## src/rtl/oc_7_serial_gen.sv

```systemverilog
// Serial generator: emits a 7-bit thermometer word holding n ones, one bit per cycle.
// Optional parity output enabled by defining OC_7_SERIAL_GEN_PARITY_EN.
module oc_7_serial_gen #(
  parameter int MSB_FIRST = 0
) (
  input  logic       clk,
  input  logic       rst,
  input  logic       ww2,
  input  logic       ww1,
  input  logic       ww0,
  input  logic       start,
  output logic       ready,
  output logic [6:0] word,
  output logic       sout,
  output logic       sval,
  output logic [2:0] ocnt,
  output logic       done
`ifdef OC_7_SERIAL_GEN_PARITY_EN
  ,
  output logic       par
`endif
);

  localparam logic [1:0] IDLE  = 2'd0;
  localparam logic [1:0] SHIFT = 2'd1;
  localparam logic [1:0] DONE  = 2'd2;

  function automatic logic [6:0] therm7(input logic [2:0] n);
    logic [7:0] t;
    t = (8'd1 << n) - 8'd1;
    return t[6:0];
  endfunction

  function automatic logic [6:0] rev7(input logic [6:0] w);
    logic [6:0] r;
    for (int k = 0; k < 7; k++) begin
      r[k] = w[6 - k];
    end
    return r;
  endfunction

  function automatic logic parity7(input logic [6:0] w);
    return ^w;
  endfunction

  logic [1:0] state_r;
  logic [2:0] idx_r;
  logic [6:0] word_r;
  logic [6:0] sh_r;
  logic [2:0] ocnt_r;
  logic       ready_r;
  logic       sout_r;
  logic       sval_r;
  logic       done_r;

  logic [6:0] load_word_s;
  logic [6:0] load_sh_s;
  logic       load_s;

  // Pattern for a new request; the shift copy is pre-ordered so bit 0 leaves first
  always_comb begin
    load_word_s = therm7({ww2, ww1, ww0});
    if (MSB_FIRST != 0) begin
      load_sh_s = rev7(load_word_s);
    end else begin
      load_sh_s = load_word_s;
    end
    load_s = (state_r == IDLE) && start;
  end

  // Request FSM, shift register and registered outputs
  always_ff @(posedge clk or posedge rst) begin
    if (rst) begin
      state_r <= IDLE;
      idx_r   <= 3'd0;
      word_r  <= 7'd0;
      sh_r    <= 7'd0;
      ocnt_r  <= 3'd0;
      ready_r <= 1'b1;
      sout_r  <= 1'b0;
      sval_r  <= 1'b0;
      done_r  <= 1'b0;
    end else begin
      case (state_r)
        IDLE: begin
          if (start) begin
            state_r <= SHIFT;
            idx_r   <= 3'd0;
            word_r  <= load_word_s;
            sh_r    <= {1'b0, load_sh_s[6:1]};
            sout_r  <= load_sh_s[0];
            ocnt_r  <= 3'd0;
            ready_r <= 1'b0;
            sval_r  <= 1'b1;
          end else begin
            state_r <= IDLE;
          end
        end
        SHIFT: begin
          // Never exceeds 7, since at most seven ones are emitted
          ocnt_r <= ocnt_r + {2'b00, sout_r};
          if (idx_r == 3'd6) begin
            state_r <= DONE;
            sval_r  <= 1'b0;
            sout_r  <= 1'b0;
            done_r  <= 1'b1;
          end else begin
            idx_r  <= idx_r + 3'd1;
            sout_r <= sh_r[0];
            sh_r   <= {1'b0, sh_r[6:1]};
          end
        end
        DONE: begin
          state_r <= IDLE;
          done_r  <= 1'b0;
          ready_r <= 1'b1;
        end
        default: begin
          state_r <= IDLE;
          ready_r <= 1'b1;
          sout_r  <= 1'b0;
          sval_r  <= 1'b0;
          done_r  <= 1'b0;
        end
      endcase
    end
  end

`ifdef OC_7_SERIAL_GEN_PARITY_EN
  logic par_r;

  // Parity of the word, captured together with the word
  always_ff @(posedge clk or posedge rst) begin
    if (rst) begin
      par_r <= 1'b0;
    end else if (load_s) begin
      par_r <= parity7(load_word_s);
    end else begin
      par_r <= par_r;
    end
  end

  assign par = par_r;
`endif

  assign ready = ready_r;
  assign word  = word_r;
  assign sout  = sout_r;
  assign sval  = sval_r;
  assign ocnt  = ocnt_r;
  assign done  = done_r;

endmodule

```

## config.mk

```make
export PLATFORM = sky130hd
export DESIGN_NAME = oc_7_serial_gen
export DESIGN_NICKNAME = d
export VERILOG_FILES = /design/src/rtl/oc_7_serial_gen.sv
export SDC_FILE = /design/constraint.sdc
export NUM_CORES = 1
export LEC_CHECK = 0
export BUFFER_PORTS_ARGS = -buffer_cell sky130_fd_sc_hd__buf_2
export CORE_AREA = 2 2 61 49
export CTS_BUF_LIST = sky130_fd_sc_hd__clkbuf_2 sky130_fd_sc_hd__clkbuf_4 sky130_fd_sc_hd__clkbuf_8
export DETAILED_ROUTE_END_ITERATION = 8
export DIE_AREA = 0 0 63 51
export PLACE_DENSITY = 0.71
export SLEW_MARGIN = 5
export SYNTH_ARGS = -nofsm -noshare
export SYNTH_HDL_FRONTEND = slang
export SYNTH_SLANG_ARGS = --single-unit
```

## constraint.sdc

```tcl
create_clock -name clk -period 2.46 [get_ports clk]
set_input_delay 0.123 -clock clk [delete_from_list [all_inputs] [get_ports clk]]
set_output_delay 0.123 -clock clk [all_outputs]
set_load 0.01 [all_outputs]
```

# Yosys cells after proc, flatten, opt, wreduce, memory -nomap -nowiden
# Cells that the tools add are included.
[word_totals]
register_bits = 26
input_bits = 6
output_inout_bits = 14
wordCells = 51
[op_classes]
n_addsub = 3
n_eq_ne = 6
n_shift = 1
n_mux = 20
n_bitwise = 3
n_reduce_logical = 9
[op_table]
columns = ["operator", "count"]
rows = [
  ["$mux W7", 2],
  ["$pmux W7 S2", 1],
  ["$pmux W3 S2", 2],
  ["$reduce_and A2 Y1", 5],
  ["$mux W1", 7],
  ["$shl A1 B3 Y7 const A", 1],
  ["$sub A7 B1 Y7 const B", 1],
  ["$mux W3", 2],
  ["$ne A2 B2 Y1 const B", 3],
  ["$pmux W1 S3", 2],
  ["$reduce_and A3 Y1", 2],
  ["$pmux W1 S2", 2],
  ["$pmux W2 S2", 1],
  ["$add A3 B1 Y3", 1],
  ["$add A3 B1 Y3 const B", 1],
  ["$eq A3 B3 Y1 const B", 1],
  ["$not A1 Y1", 3],
  ["$eq A2 B1 Y1 const B", 1],
  ["$eq A2 B2 Y1 const B", 1],
  ["$logic_not A2 Y1", 1],
  ["$mux W2", 1],
  ["$reduce_bool A2 Y1", 1],
]

# Depth between registers and ports, before layout
[depth]
depth_word = 4
ltp_mapped = 5
ltp_nobuf = 5

# Worst setup path before layout
# Ideal clock, no wire load.
[synth_path]
path_kind = "reg-to-reg"
startpoint = "register idx_r[0]"
endpoint = "register idx_r[1]"
setup_ps = 125
arrival_time_ps = 1324
required_time_ps = 2335
path_slack_ps = 1011
stages_incl_launch_ff = 5
n_path_buf = 0
path_cell_list = "dfrtp_1 -> inv_1 -> ha_1 -> a31oi_4 -> mux2_4"
[synth_between]
elab_chain_len = 3
elab_cells_between_ends = 6
cone_classes = "1 x add/sub; 2 x eq/ne; 2 x mux; 1 x reduce/logical"
[synth_lines]
columns = ["item", "line_no", "text"]
rows = [
  ["start: declaration", "47", "logic [2:0] idx_r;"],
  ["start signal: assignment", "108", "idx_r <= idx_r + 3'd1;"],
  ["$add A3 B1 Y3 or $eq A3 B3 Y1 (tied branches)", "108, 102", ""],
  ["$mux W3 or $ne A2 B2 Y1 (tied branches)", "--", ""],
  ["$pmux W3 S2 or $reduce_and A3 Y1 (tied branches)", "--", ""],
]
# Parallel ways exist; a longest one is shown, timed or not. The select of a mux whose other input is x is not followed.
# A chain may end at the register's enable or synchronous reset.

# Worst setup path in the final report
[layout_path]
startpoint = "register state_r[0]"
endpoint = "register sh_r[2]"
[layout_between]
elab_chain_len = 3
elab_cells_between_ends = 7
cone_classes = "3 x eq/ne; 1 x mux; 3 x reduce/logical"
[layout_lines]
columns = ["item", "line_no", "text"]
rows = [
  ["start: declaration", "46", "logic [1:0] state_r;"],
  ["start signal: assignment", "74", "state_r <= IDLE;"],
  ["start signal: assignment", "87", "state_r <= SHIFT;"],
  ["start signal: assignment", "96", "state_r <= IDLE;"],
  ["$eq A2 B1 Y1 or $logic_not A2 Y1 (tied branches)", "84", "case (state_r)"],
  ["$ne A2 B2 Y1 (no line) or $reduce_bool A2 Y1 (tied branches)", "--", ""],
  ["$reduce_and A3 Y1 (no line)", "--", ""],
  ["end signal: assignment", "90", "sh_r <= {1'b0, load_sh_s[6:1]};"],
  ["end signal: assignment", "110", "sh_r <= {1'b0, sh_r[6:1]};"],
  ["end: declaration", "49", "logic [6:0] sh_r;"],
]
# Parallel ways exist; a longest one is shown, timed or not.

==> results.md <==
- Run status: finished, violations left
- Failing checks: hold timing
- Met3 Use GR: ~4%
- Max IR drop VDD: 0.584 mV
- # rows: 17
- Ys async rst share: 100%
- Global-route wire length before repair: just under 4 mm
- Initial antenna violation count: 0
- # setup viols final: 0
- Yosys top cell area share: about half
- DIE HEIGHT: just over 50 um
- Syn nets: 115
- Pwr dens: approximately 1300 mW/mm^2
- Nets: between 100 and 150
- Max Fclk: approximately 580 MHz
- Total GRT Usage: about 16%
- Buf/Inv on CP: 0
- Element type at the critical path start: register
- CTS Sinks: 25
- Slew headroom: slightly below 40%
- Largest net degree at the start of global routing: 26
- Unique masters post-synth: 31
- Clk slew on worst S/H paths: between 100 and 150 ps
- Slowest cell delay on critical path: around 640 ps
- Area Overhead vs Synth: 13.0%
- Slowest cell on the critical path: dfrtp_1
- Vias in the first global route: between 700 and 800
- Drt first-iter violations: 19
- Syn. warnings: 0
- Most used DFF post-synth: dfrtp_1
- Antenna diode count: 0
- R2r setup slk: ~730 ps
- Routed Antenna Nets: 0
- LEAKAGE: 0.666 nW
- Hold Buf Count CTS: 0
- Die Wd: approximately 63 um
- Sequential-to-total area share from yosys stat: 53.8%
- Cts bufs inserted: 3
- RR Startpoint: state_r[0]
- TritonCTS clock tree: built
- Hold WS: -15.7 ps
- Post_cts resized: 0
- Crit path max fanout: 13
- Mapped Area: 0.00117 sq mm
- Final Max Slew Viols: 0
- Crit-path leading delay family: flip-flops
- Worst Hold Class: in -> async
- Crit-path cells: o21bai_2, a31oi_4, mux2_4
- Seq cells post-synth: 25
- Placer congestion estimate: slightly above 0.8
- Gr busiest metal: met2
- Top post-synthesis cells by area: dfrtp_1 52%, mux2_4 7.7%, nand2_1 4.8%
- Reg-to-Reg End: sh_r[2]
- Root Buffer: clkbuf_4
- DRC: 0
- Crit. End Element: register
- GRT met1 Usage: a little under a quarter
- Worst Tran Pin Value: slightly above 900 ps
- Dpl hpwl: about 1.7 mm
- Max cap viols: 0
- First drt pass iteration count: 4
- Critical path arrival: approximately 1900 ps
- Fillers: 260
- Post-CTS setup buffer count: 0
- Worst EP required: approximately 2700 ps
- Via/cell ratio: between 5 and 6
- Setup_tns: 0 ps
- Via count: about 850
- WS Path Type: reg -> reg
- Most frequent cell after synthesis: dfrtp_1
- Clk_lat worst skew: between 300 and 400 ps
- Synth top cells by count: 24 x dfrtp_1, 15 x nand2_1, 7 x nor2_1, 7 x o21ai_0
- Port buffer count: 19
- Clk_skew: between 3 and 4 ps
- Clock Tree Buf Depth: 2
- H-tree Lvls: 1
- Routed WL per cell: 13.9 um
- Final number of hold-violating endpoints: 24
- Number of synthesized flops with an enable pin: 0
- Top cell type by total area after synthesis: dfrtp_1
- Syn avg cell area: 11.1 sq um
- Global route overflow: 0
- Die area: between 0.003 and 0.004 sq mm
- Worst-case reg-to-reg path depth: 3
- Routed Wire Length: roughly 2.3 mm
- Ports: 20
- RSZ-0062 raised after global routing: false
- Pwr Total: around 0.0017 W
- Layout cells sized above 1: between 20 and 30%
- Initial Util: a little over two fifths
- Global Route met2 Usage: roughly a quarter
- Crit path time final: 1730 ps
- Core Area: 0.00270 sq mm
- Final period util: between 70% and 80%
- Synthesized netlist cell count: 105
==> power breakdown <==
part           internal (W)  leakage (nW)  switching [W]
registers          0.000597         0.313       0.000145
clock network     0.0000745        0.0184       0.000119
logic              0.000364         0.335       0.000369
total               0.00104         0.666       0.000633
==> metrics by stage <==
stage,setup WS [ps],util (%),cell area [sq um],std cells
2_1_floorplan,1010,-,1170,105
3_3_place_gp,815,47.7,1290,158
3_5_place_dp,762,47.7,1290,158
4_1_cts,739,48.8,1320,162
5_1_grt,619,48.8,1320,162
6_report,735,48.8,1320,162
==> area by class of cell <==
type	instances	area, sq um	share of cell area, %
well taps	38	47.5	3.61
repair buffers	19	95.1	7.22
multi-input cells	71	499	37.9
clock buffers	4	30.0	2.28
flip-flops and latches	25	627	47.6
inverters	5	18.8	1.42
==> routing by layer <==
| metal | part of all wire, % | wire, um |
|---|---|---|
| met1 | 51 | 1140 |
| met2 | 44 | 985 |
| met3 | 4.8 | 109 |
| met4 | 0.89 | 20 |
| met5 | 0 | 0 |
==> worst max-delay path by stage <==
| stage | start | to | slack, ps | cells after the start |
|---|---|---|---|---|
| after detailed placement | state_r[0] | sh_r[0] | 760 | 3 |
| after global routing | state_r[0] | sh_r[2] | 620 | 3 |
| final | state_r[0] | sh_r[2] | 730 | 3 |
| after CTS | state_r[0] | sh_r[2] | 740 | 3 |
| after global placement | state_r[1] | sh_r[2] | 820 | 3 |
| after floorplan | idx_r[0] | idx_r[1] | 1010 | 4 |
==> cell families after synthesis <==
logic type,share of synthesized area [%]
buf+inv,3.43
mux,9.55
flops,53.8
fa+ha+maj,4.29
simple gates,15.6
compound gates,13.4
==> cells in the final DEF (no fill, tap or decap) <==
cell type / count
buf_2: 19
o21ai_1: 6
mux2_2: 1
inv_1: 5
mux2i_1: 1
nor3b_2: 1
or3b_1: 1
dfstp_2: 1
a32oi_1: 1
nand2_1: 15
a31oi_4: 1
nor3b_1: 1
o22a_1: 1
clkbuf_4: 4
o21bai_2: 1
nor2b_1: 1
dfrtp_1: 24
a31oi_1: 1
nand3_1: 2
a21oi_1: 2
nand2b_1: 2
nor2_1: 7
a22o_1: 2
nand3b_1: 3
o21ai_0: 7
o31ai_1: 1
or3_1: 2
mux2_4: 6
ha_1: 4
nand4_1: 1
==> flip-flops by register name, summed over array words and instances (netlist names) <==
signal   count
done         1
idx_r        3
ocnt         3
ready        1
sh_r         6
sout         1
state_r      2
sval         1
word         7
==> worst reg2reg max path, cell delays in order (launching register included) <==
cell,delay [ps]
dfrtp_1,640
o21bai_2,210
a31oi_4,430
mux2_4,350
(Power assumes the default switching activity.)
